### config.mk
export PLATFORM = sky130hd
export DESIGN_NAME = tx_arbiter_flat
export DESIGN_NICKNAME = d
export VERILOG_FILES = /design/src/rtl/tx_arbiter_if.sv /design/src/rtl/tx_arbiter.sv /design/src/flat_wrapper.sv
export SDC_FILE = /design/constraint.sdc
export NUM_CORES = 1
export LEC_CHECK = 0
export CORE_UTILIZATION = 50
export DETAILED_ROUTE_END_ITERATION = 16
export GPL_ROUTABILITY_DRIVEN = 0
export HOLD_SLACK_MARGIN = 0.08
export PLACE_DENSITY = 0.81
export SYNTH_ARGS = -nofsm -noshare
export SYNTH_HDL_FRONTEND = slang
export SYNTH_SLANG_ARGS = --single-unit
### constraint.sdc
create_clock -name i_CLK -period 5.9 [get_ports i_CLK]
set_input_delay 1.77 -clock i_CLK [delete_from_list [all_inputs] [get_ports i_CLK]]
set_output_delay 1.77 -clock i_CLK [all_outputs]
set_load 0.01 [all_outputs]
### src/rtl/tx_arbiter_if.sv
// Handshake bundle between the ADS/MPR requesters, the TX arbiter and the UART TX controller.
interface tx_arbiter_if;
  logic [31:0] i_ADS_DATA;
  logic        i_ADS_VALID;
  logic        o_ADS_READY;
  logic [31:0] i_MPR_DATA;
  logic        i_MPR_VALID;
  logic        o_MPR_READY;
  logic [31:0] o_UART_DATA_TX;
  logic        o_UART_DATA_TX_VALID;
  logic        i_UART_DATA_TX_READY;
  logic [1:0]  o_GRANT;
  logic [7:0]  o_DROP_CNT;

  modport slave (
    input  i_ADS_DATA, i_ADS_VALID, i_MPR_DATA, i_MPR_VALID, i_UART_DATA_TX_READY,
    output o_ADS_READY, o_MPR_READY, o_UART_DATA_TX, o_UART_DATA_TX_VALID, o_GRANT, o_DROP_CNT
  );

  modport master (
    output i_ADS_DATA, i_ADS_VALID, i_MPR_DATA, i_MPR_VALID, i_UART_DATA_TX_READY,
    input  o_ADS_READY, o_MPR_READY, o_UART_DATA_TX, o_UART_DATA_TX_VALID, o_GRANT, o_DROP_CNT
  );
endinterface

### src/rtl/tx_arbiter.sv
// Arbitrates ADS and MPR frames onto one UART TX stream; one-entry holding buffer per requester,
// header screening with a saturating drop counter, and fully registered outputs.
module tx_arbiter #(
  parameter bit PRIORITY_MODE = 1'b0
) (
  input  logic         i_CLK,
  input  logic         i_RST,
  tx_arbiter_if.slave  bus
);

  typedef enum logic [1:0] {ST_IDLE, ST_GRANT, ST_WAIT_DONE} state_t;

  state_t      state_q, state_d;
  logic [31:0] ads_buf_q, mpr_buf_q;
  logic        ads_full_q, mpr_full_q;
  logic        live_q;
  logic        last_ads_q;
  logic [31:0] tx_data_q;
  logic        tx_vld_q;
  logic [1:0]  grant_q;
  logic [7:0]  drop_q;

  logic        ads_rdy, mpr_rdy, ads_ld, mpr_ld;
  logic        sel_mpr, sel_legal;
  logic [7:0]  sel_hdr;
  logic        launch, drop, retire, done;
  logic        ads_clr, mpr_clr;

  // READY stays low until the first edge after reset so requesters never load during reset
  assign ads_rdy = live_q & ~ads_full_q;
  assign mpr_rdy = live_q & ~mpr_full_q;
  assign ads_ld  = bus.i_ADS_VALID & ads_rdy;
  assign mpr_ld  = bus.i_MPR_VALID & mpr_rdy;

  always_comb begin
    sel_mpr = mpr_full_q;
    if (ads_full_q && mpr_full_q)
      sel_mpr = (PRIORITY_MODE == 1'b0) ? last_ads_q : 1'b0;
    sel_hdr   = sel_mpr ? mpr_buf_q[31:24] : ads_buf_q[31:24];
    sel_legal = sel_mpr ? (sel_hdr == 8'hBB || sel_hdr == 8'h6D)
                        : (sel_hdr == 8'hAA || sel_hdr == 8'h61);
  end

  always_comb begin
    state_d = state_q;
    launch  = 1'b0;
    drop    = 1'b0;
    retire  = 1'b0;
    done    = 1'b0;
    unique case (state_q)
      ST_IDLE: begin
        if (ads_full_q || mpr_full_q) begin
          if (sel_legal) begin
            launch  = 1'b1;
            state_d = ST_GRANT;
          end else begin
            drop = 1'b1;
          end
        end
      end
      ST_GRANT: begin
        if (bus.i_UART_DATA_TX_READY) begin
          retire  = 1'b1;
          state_d = ST_WAIT_DONE;
        end
      end
      ST_WAIT_DONE: begin
        // downstream drops READY on acceptance, so its return marks send completion
        if (bus.i_UART_DATA_TX_READY) begin
          done    = 1'b1;
          state_d = ST_IDLE;
        end
      end
      default: state_d = ST_IDLE;
    endcase
  end

  assign ads_clr = (drop & ~sel_mpr) | (retire & grant_q[0]);
  assign mpr_clr = (drop &  sel_mpr) | (retire & grant_q[1]);

  always_ff @(posedge i_CLK or posedge i_RST) begin
    if (i_RST) state_q <= ST_IDLE;
    else       state_q <= state_d;
  end

  always_ff @(posedge i_CLK or posedge i_RST) begin
    if (i_RST) begin
      live_q     <= 1'b0;
      ads_buf_q  <= '0;
      mpr_buf_q  <= '0;
      ads_full_q <= 1'b0;
      mpr_full_q <= 1'b0;
    end else begin
      live_q <= 1'b1;
      if (ads_ld) begin
        ads_buf_q  <= bus.i_ADS_DATA;
        ads_full_q <= 1'b1;
      end else if (ads_clr) begin
        ads_full_q <= 1'b0;
      end
      if (mpr_ld) begin
        mpr_buf_q  <= bus.i_MPR_DATA;
        mpr_full_q <= 1'b1;
      end else if (mpr_clr) begin
        mpr_full_q <= 1'b0;
      end
    end
  end

  always_ff @(posedge i_CLK or posedge i_RST) begin
    if (i_RST) begin
      tx_data_q  <= '0;
      tx_vld_q   <= 1'b0;
      grant_q    <= 2'b00;
      last_ads_q <= 1'b0;
      drop_q     <= '0;
    end else begin
      if (launch) begin
        tx_data_q <= sel_mpr ? mpr_buf_q : ads_buf_q;
        tx_vld_q  <= 1'b1;
        grant_q   <= sel_mpr ? 2'b10 : 2'b01;
      end
      if (retire) begin
        tx_vld_q   <= 1'b0;
        last_ads_q <= grant_q[0];
      end
      if (done)
        grant_q <= 2'b00;
      if (drop && drop_q != 8'hFF)
        drop_q <= drop_q + 8'd1;
    end
  end

  assign bus.o_ADS_READY          = ads_rdy;
  assign bus.o_MPR_READY          = mpr_rdy;
  assign bus.o_UART_DATA_TX       = tx_data_q;
  assign bus.o_UART_DATA_TX_VALID = tx_vld_q;
  assign bus.o_GRANT              = grant_q;
  assign bus.o_DROP_CNT           = drop_q;

endmodule

### src/flat_wrapper.sv
// flat-port wrapper written by rule: the top's interface ports become plain ports
module tx_arbiter_flat 
#(
  parameter bit PRIORITY_MODE = 1'b0
)
  (i_CLK, i_RST, bus_i_ADS_DATA, bus_i_ADS_VALID, bus_i_MPR_DATA, bus_i_MPR_VALID, bus_i_UART_DATA_TX_READY, bus_o_ADS_READY, bus_o_MPR_READY, bus_o_UART_DATA_TX, bus_o_UART_DATA_TX_VALID, bus_o_GRANT, bus_o_DROP_CNT);
  tx_arbiter_if bus_i ();
  input  logic i_CLK;
  input  logic i_RST;
  input wire logic [$bits(bus_i.i_ADS_DATA)-1:0] bus_i_ADS_DATA;
  input wire logic [$bits(bus_i.i_ADS_VALID)-1:0] bus_i_ADS_VALID;
  input wire logic [$bits(bus_i.i_MPR_DATA)-1:0] bus_i_MPR_DATA;
  input wire logic [$bits(bus_i.i_MPR_VALID)-1:0] bus_i_MPR_VALID;
  input wire logic [$bits(bus_i.i_UART_DATA_TX_READY)-1:0] bus_i_UART_DATA_TX_READY;
  output wire logic [$bits(bus_i.o_ADS_READY)-1:0] bus_o_ADS_READY;
  output wire logic [$bits(bus_i.o_MPR_READY)-1:0] bus_o_MPR_READY;
  output wire logic [$bits(bus_i.o_UART_DATA_TX)-1:0] bus_o_UART_DATA_TX;
  output wire logic [$bits(bus_i.o_UART_DATA_TX_VALID)-1:0] bus_o_UART_DATA_TX_VALID;
  output wire logic [$bits(bus_i.o_GRANT)-1:0] bus_o_GRANT;
  output wire logic [$bits(bus_i.o_DROP_CNT)-1:0] bus_o_DROP_CNT;
  assign bus_i.i_ADS_DATA = bus_i_ADS_DATA;
  assign bus_i.i_ADS_VALID = bus_i_ADS_VALID;
  assign bus_i.i_MPR_DATA = bus_i_MPR_DATA;
  assign bus_i.i_MPR_VALID = bus_i_MPR_VALID;
  assign bus_i.i_UART_DATA_TX_READY = bus_i_UART_DATA_TX_READY;
  assign bus_o_ADS_READY = bus_i.o_ADS_READY;
  assign bus_o_MPR_READY = bus_i.o_MPR_READY;
  assign bus_o_UART_DATA_TX = bus_i.o_UART_DATA_TX;
  assign bus_o_UART_DATA_TX_VALID = bus_i.o_UART_DATA_TX_VALID;
  assign bus_o_GRANT = bus_i.o_GRANT;
  assign bus_o_DROP_CNT = bus_i.o_DROP_CNT;
  tx_arbiter #(.PRIORITY_MODE(PRIORITY_MODE)) u_core (.i_CLK(i_CLK), .i_RST(i_RST), .bus(bus_i));
endmodule
### Word level (Yosys, flattened, before mapping)

Cells that the tools add are included.

| word-level totals | value |
|---|---|
| flip-flop bits (word level) | 113 |
| input bits | 69 |
| logic and storage cells | 74 |

| operators by class | value |
|---|---|
| add/subtract/negate cells | 1 |
| equal/unequal tests | 11 |
| mux-type cells | 27 |
| bitwise gates (word level) | 13 |
| reduce and logical (&&, ||, !) cells | 11 |

Operators by type and width:

| kind | number |
|---|---|
| two-way mux 32 bit | 1 |
| two-way mux 1 bit | 17 |
| == test 8 x 7 -> 1 bit (second input constant) | 2 |
| == test 8 bit (second input constant) | 2 |
| two-way mux 2 bit | 7 |
| adder 8 x 1 -> 8 bit (second input constant) | 1 |
| bitwise AND 1 bit | 8 |
| two-way mux 8 bit | 1 |
| inequality test 8 bit (second input constant) | 1 |
| nonzero test 2 bit | 4 |
| one-hot mux 2 bit (3 select lines) | 1 |
| inequality test 2 x 1 -> 1 bit (second input constant) | 2 |
| inequality test 2 bit (second input constant) | 2 |
| AND reduction 4 bit | 1 |
| logical OR 1 bit | 3 |
| NOT 1 bit | 3 |
| == test 2 x 1 -> 1 bit (second input constant) | 1 |
| == test 2 bit (second input constant) | 1 |
| logical AND 1 bit | 2 |
| zero test 2 bit | 1 |
| OR 1 bit | 2 |

### Longest topological paths before layout

| logic depth | value |
|---|---|
| word-level depth | 13 |
| gate-level depth with buffers | 7 |

### Worst setup path after synthesis

OpenSTA, ideal clock, no wires.

| timing | value |
|---|---|
| kind | input port to flip-flop |
| from | input bus_i_MPR_VALID |
| to | register u_core.mpr_buf_q[0] |
| library setup time | 0.125 ns |
| arrival time | 2.619 ns |
| slack | 3.156 ns |
| cell stages on the path | 3 |
| buffers on the path | 1 |
| cells stage by stage | nand2_1 buf_1 mux2_2 |

| between the ends | value |
|---|---|
| cells in the longest elaborated chain, start to end | 1 |

Ends and longest elaborated chain:

| element | line | source |
|---|---|---|
| start: declaration | flat_wrapper.sv:13 | `input wire logic [$bits(bus_i.i_MPR_VALID)-1:0] bus_i_MPR_VALID;` |
| bitwise AND 1 bit | tx_arbiter.sv:33 | `assign mpr_ld = bus.i_MPR_VALID & mpr_rdy;` |
| end signal: assignment | tx_arbiter.sv:102 | `mpr_buf_q <= bus.i_MPR_DATA;` |
| end: declaration | tx_arbiter.sv:14 | `logic [31:0] ads_buf_q, mpr_buf_q;` |

No other way between the ends.
A chain may end at the register's enable or synchronous reset.

### Final worst setup path

| timing | value |
|---|---|
| from | register u_core.mpr_full_q |
| to | output bus_o_MPR_READY |

| between the ends | value |
|---|---|
| cells in the longest elaborated chain, start to end | 2 |

Ends and longest elaborated chain:

| element | line | source |
|---|---|---|
| start: declaration | tx_arbiter.sv:15 | `logic ads_full_q, mpr_full_q;` |
| start signal: assignment | tx_arbiter.sv:92 | `mpr_full_q <= 1'b0;` |
| start signal: assignment | tx_arbiter.sv:103 | `mpr_full_q <= 1'b1;` |
| start signal: assignment | tx_arbiter.sv:105 | `mpr_full_q <= 1'b0;` |
| NOT 1 bit | tx_arbiter.sv:31 | `assign mpr_rdy = live_q & ~mpr_full_q;` |
| bitwise AND 1 bit | tx_arbiter.sv:31 |  |
| end: declaration | flat_wrapper.sv:16 | `output wire logic [$bits(bus_i.o_MPR_READY)-1:0] bus_o_MPR_READY;` |

No other way between the ends.

==> results.cfg <==
[synth]
synthTopCellsByArea = dfrtp_1, mux2_2, nand2_1, mux2_4, xnor2_1
synth-seq-cells = 113
synthCells = 387
synth_largest_area_cell = dfrtp_1
netlist-cell-type-count = 38
synthTopCellsByCount = dfrtp_1, nand2_1, mux2_2
yosys.area.top_type_share = 0.576
synthArstFlopShare = 1.00
syn_area_mm2 = 0.00491
synth-edff-count = 0
synth_most_common_cell = dfrtp_1
yosysSeqAreaShare = 0.576
postSynthAreaPerCell_um2 = 12.7
synth.net_count = 457
synthFlopType = dfrtp_1
yosysWarnings = 0

[critical_path]
r2r_start = u_core.ads_full_q
cp_max_fo = 5
slowest_delay_ns = 0.57
critical_path_class = flip-flop to output port
cp_top_family = buffers and inverters
critPathBufInv = 1
slowest_stage = clkdlybuf4s50_1
cp-start-kind = flip-flop
path_cells = nor2b_1 > clkdlybuf4s50_1
startpoint = u_core.mpr_full_q
cp.required_ns = 4.13
critPathCaptureType = output port
cp.arrival_ns = 1.75

[clock_tree]
cts_root_buf = clkbuf_8
hold_buffers = 0
cts_resized = 0
cts_tree = done
clkSlewWorstSetupHoldPaths_ns = 0.06
cts_buffer_depth = 2
htreeDepth = 4
cts_setup_buffers = 0
numCtsBuffers = 17
clkLatencyLatePin_ns = 0.51
cts_sinks = 113

[global_route]
grtUsageMet3 = 0.0725
use_met1 = 0.275
grtUsageTotal = 0.224
grt_pass1_vias = 3508
antenna_found_initial = 0
grt-busiest-layer = met2
grt_pass1_wl_um = 17100
grt_max_degree = 79
overflow = 0
use_met2 = 0.377

[power]
p_clk_frac = 0.315
finalPower_mw = 3.24
p_comb_frac = 0.296
ir_drop_v = 0.000218
power.share.switching = 0.295
p_int_mw = 2.29
p_leak_nw = 3.03
pwr-share-seq = 0.389
p_per_area_mw_per_mm2 = 480
p_switching_mw = 0.954

[placed_design]
place_area_mm2 = 0.00615
place_ws_ns = 2.45
port_buffers = 113
dp_hpwl_um = 6770

[outcome]
status = completed

[final_layout]
area_delta_synth_final_pct = 37.3
final_nets = 577
antenna-diode-count = 0
final_cell_area_mm2 = 0.00674
final_layout_size_suffix_gt1_frac = 0.258

[floorplan]
chipHeight_um = 101
die_w_um = 101
ios = 114
core_mm2 = 0.00937
rows = 35
start_util = 0.524
dieArea_mm2 = 0.0102

[routing]
drtPass1Iterations = 4
routed_wl_um = 10400
postRouteAntennaNets = 0
drcViolationCount = 0
route.vias.total = 3327
vias_per_cell = 5.13
drtIter0Drc = 127
wl_per_cell_um = 16.0

[sta]
hold_slack_ns = 0.490
final.setup_skew_ns = 0.00916
clock.fmax_mhz = 284
rsz0062_at_grt = no
tightest_slew_ns = 0.998
fin_crit_sh = 0.596
hold_viol_final = 0
slew_headroom = 0.332
layout_min_cycle_time_ns = 3.52
fin_setup_tns_ns = 0
setup_ws_ns = 2.38
slew_viol_final = 0
setup_violations = 0

[worst_hold_path]
hold_path.class = flip-flop to flip-flop
hp-start = u_core.bus.o_UART_DATA_TX[29]

[flow_run]
drv_cap = 0
layer usage:
metal	up-vias	part of all wire
met5	-	0
met4	0	0.0038
met3	5	0.057
met2	100	0.51
met1	1659	0.43
li1	1563	-
sequential cells by signal (all words and copies together), names as in the netlist:
name and cells:
u_core.ads_full_q 1, u_core.mpr_full_q 1, u_core.bus.o_UART_DATA_TX 32, u_core.live_q 1, u_core.bus.o_DROP_CNT 8, u_core.mpr_buf_q 32, u_core.state_q 2, u_core.last_ads_q 1
u_core.bus.o_GRANT 2, u_core.bus.o_UART_DATA_TX_VALID 1, u_core.ads_buf_q 32
cell usage in the layout (no fill, tap or decap), types with 2 or more instances in the layout:
cell type	n
clkinvlp_4	3
xnor2_1	7
buf_4	4
nor2b_1	2
and3_1	2
inv_1	5
a21o_1	2
nand2_1	94
nor2_1	3
dfrtp_1	113
clkinv_2	4
mux2_2	74
nand2b_1	3
nand4_1	4
clkdlybuf4s50_1	113
bufinv_16	4
clkbuf_16	16
a21oi_1	3
nand4b_1	2
o21ai_0	9
clkbuf_1	4
mux2i_1	3
mux2_4	20
and4_1	2
nand3b_1	2
nand3_1	4
path summary, 6_finish.rpt:
kind	slack, ns	endpoint	cells after the start
max	2.38	bus_o_MPR_READY	2
min	0.49	u_core.bus.o_UART_DATA_TX[29]	1
max reg2reg	2.79	u_core.bus.o_UART_DATA_TX[20]	6
min reg2reg	0.49	u_core.bus.o_UART_DATA_TX[29]	1
max in group asynchronous	3.01	u_core.bus.o_UART_DATA_TX[24]	3
min in group asynchronous	1.81	u_core.bus.o_DROP_CNT[6]	2
stage by stage:
step           std cells  utilization
2_1_floorplan        387            -
3_3_place_gp         617        0.656
3_5_place_dp         617        0.656
4_1_cts              649        0.720
5_1_grt              649        0.720
6_report             649        0.720
final cells by class:
cell class / count / area, um2
repair buffers: 117 / 1160
fillers: 675 / 2630
flip-flops and latches: 113 / 2830
inverters: 6 / 25.0
clock buffers: 21 / 429
multi-input cells: 252 / 1980
well taps: 129 / 161
clock inverters: 11 / 163
power by group through the flow:
stage / Combinational, mW / Clock [mW] / Sequential, mW
6_report: 0.960 / 1.02 / 1.26
3_3_place_gp: 0.930 / 0 / 1.25
4_1_cts: 0.975 / 1.04 / 1.26
5_1_grt: 1.06 / 1.08 / 1.29
2_1_floorplan: 0.573 / 0 / 1.25
3_5_place_dp: 0.965 / 0 / 1.27
kinds of logic (layout without fill, tap and decap cells):
family	after synthesis	count (layout)	share of synthesized area
adder cells (fa/ha/maj)	1	1	0.00255
AO/OA/AOI/OAI	18	18	0.0234
XOR/XNOR	7	7	0.0125
AND/OR/NAND/NOR	127	127	0.120
flip-flops	113	113	0.576
multiplexers	98	98	0.241
buffers and inverters	22	155	0.0242
other	1	1	0.000763
No activity file was read; power rests on OpenSTA's default activity.
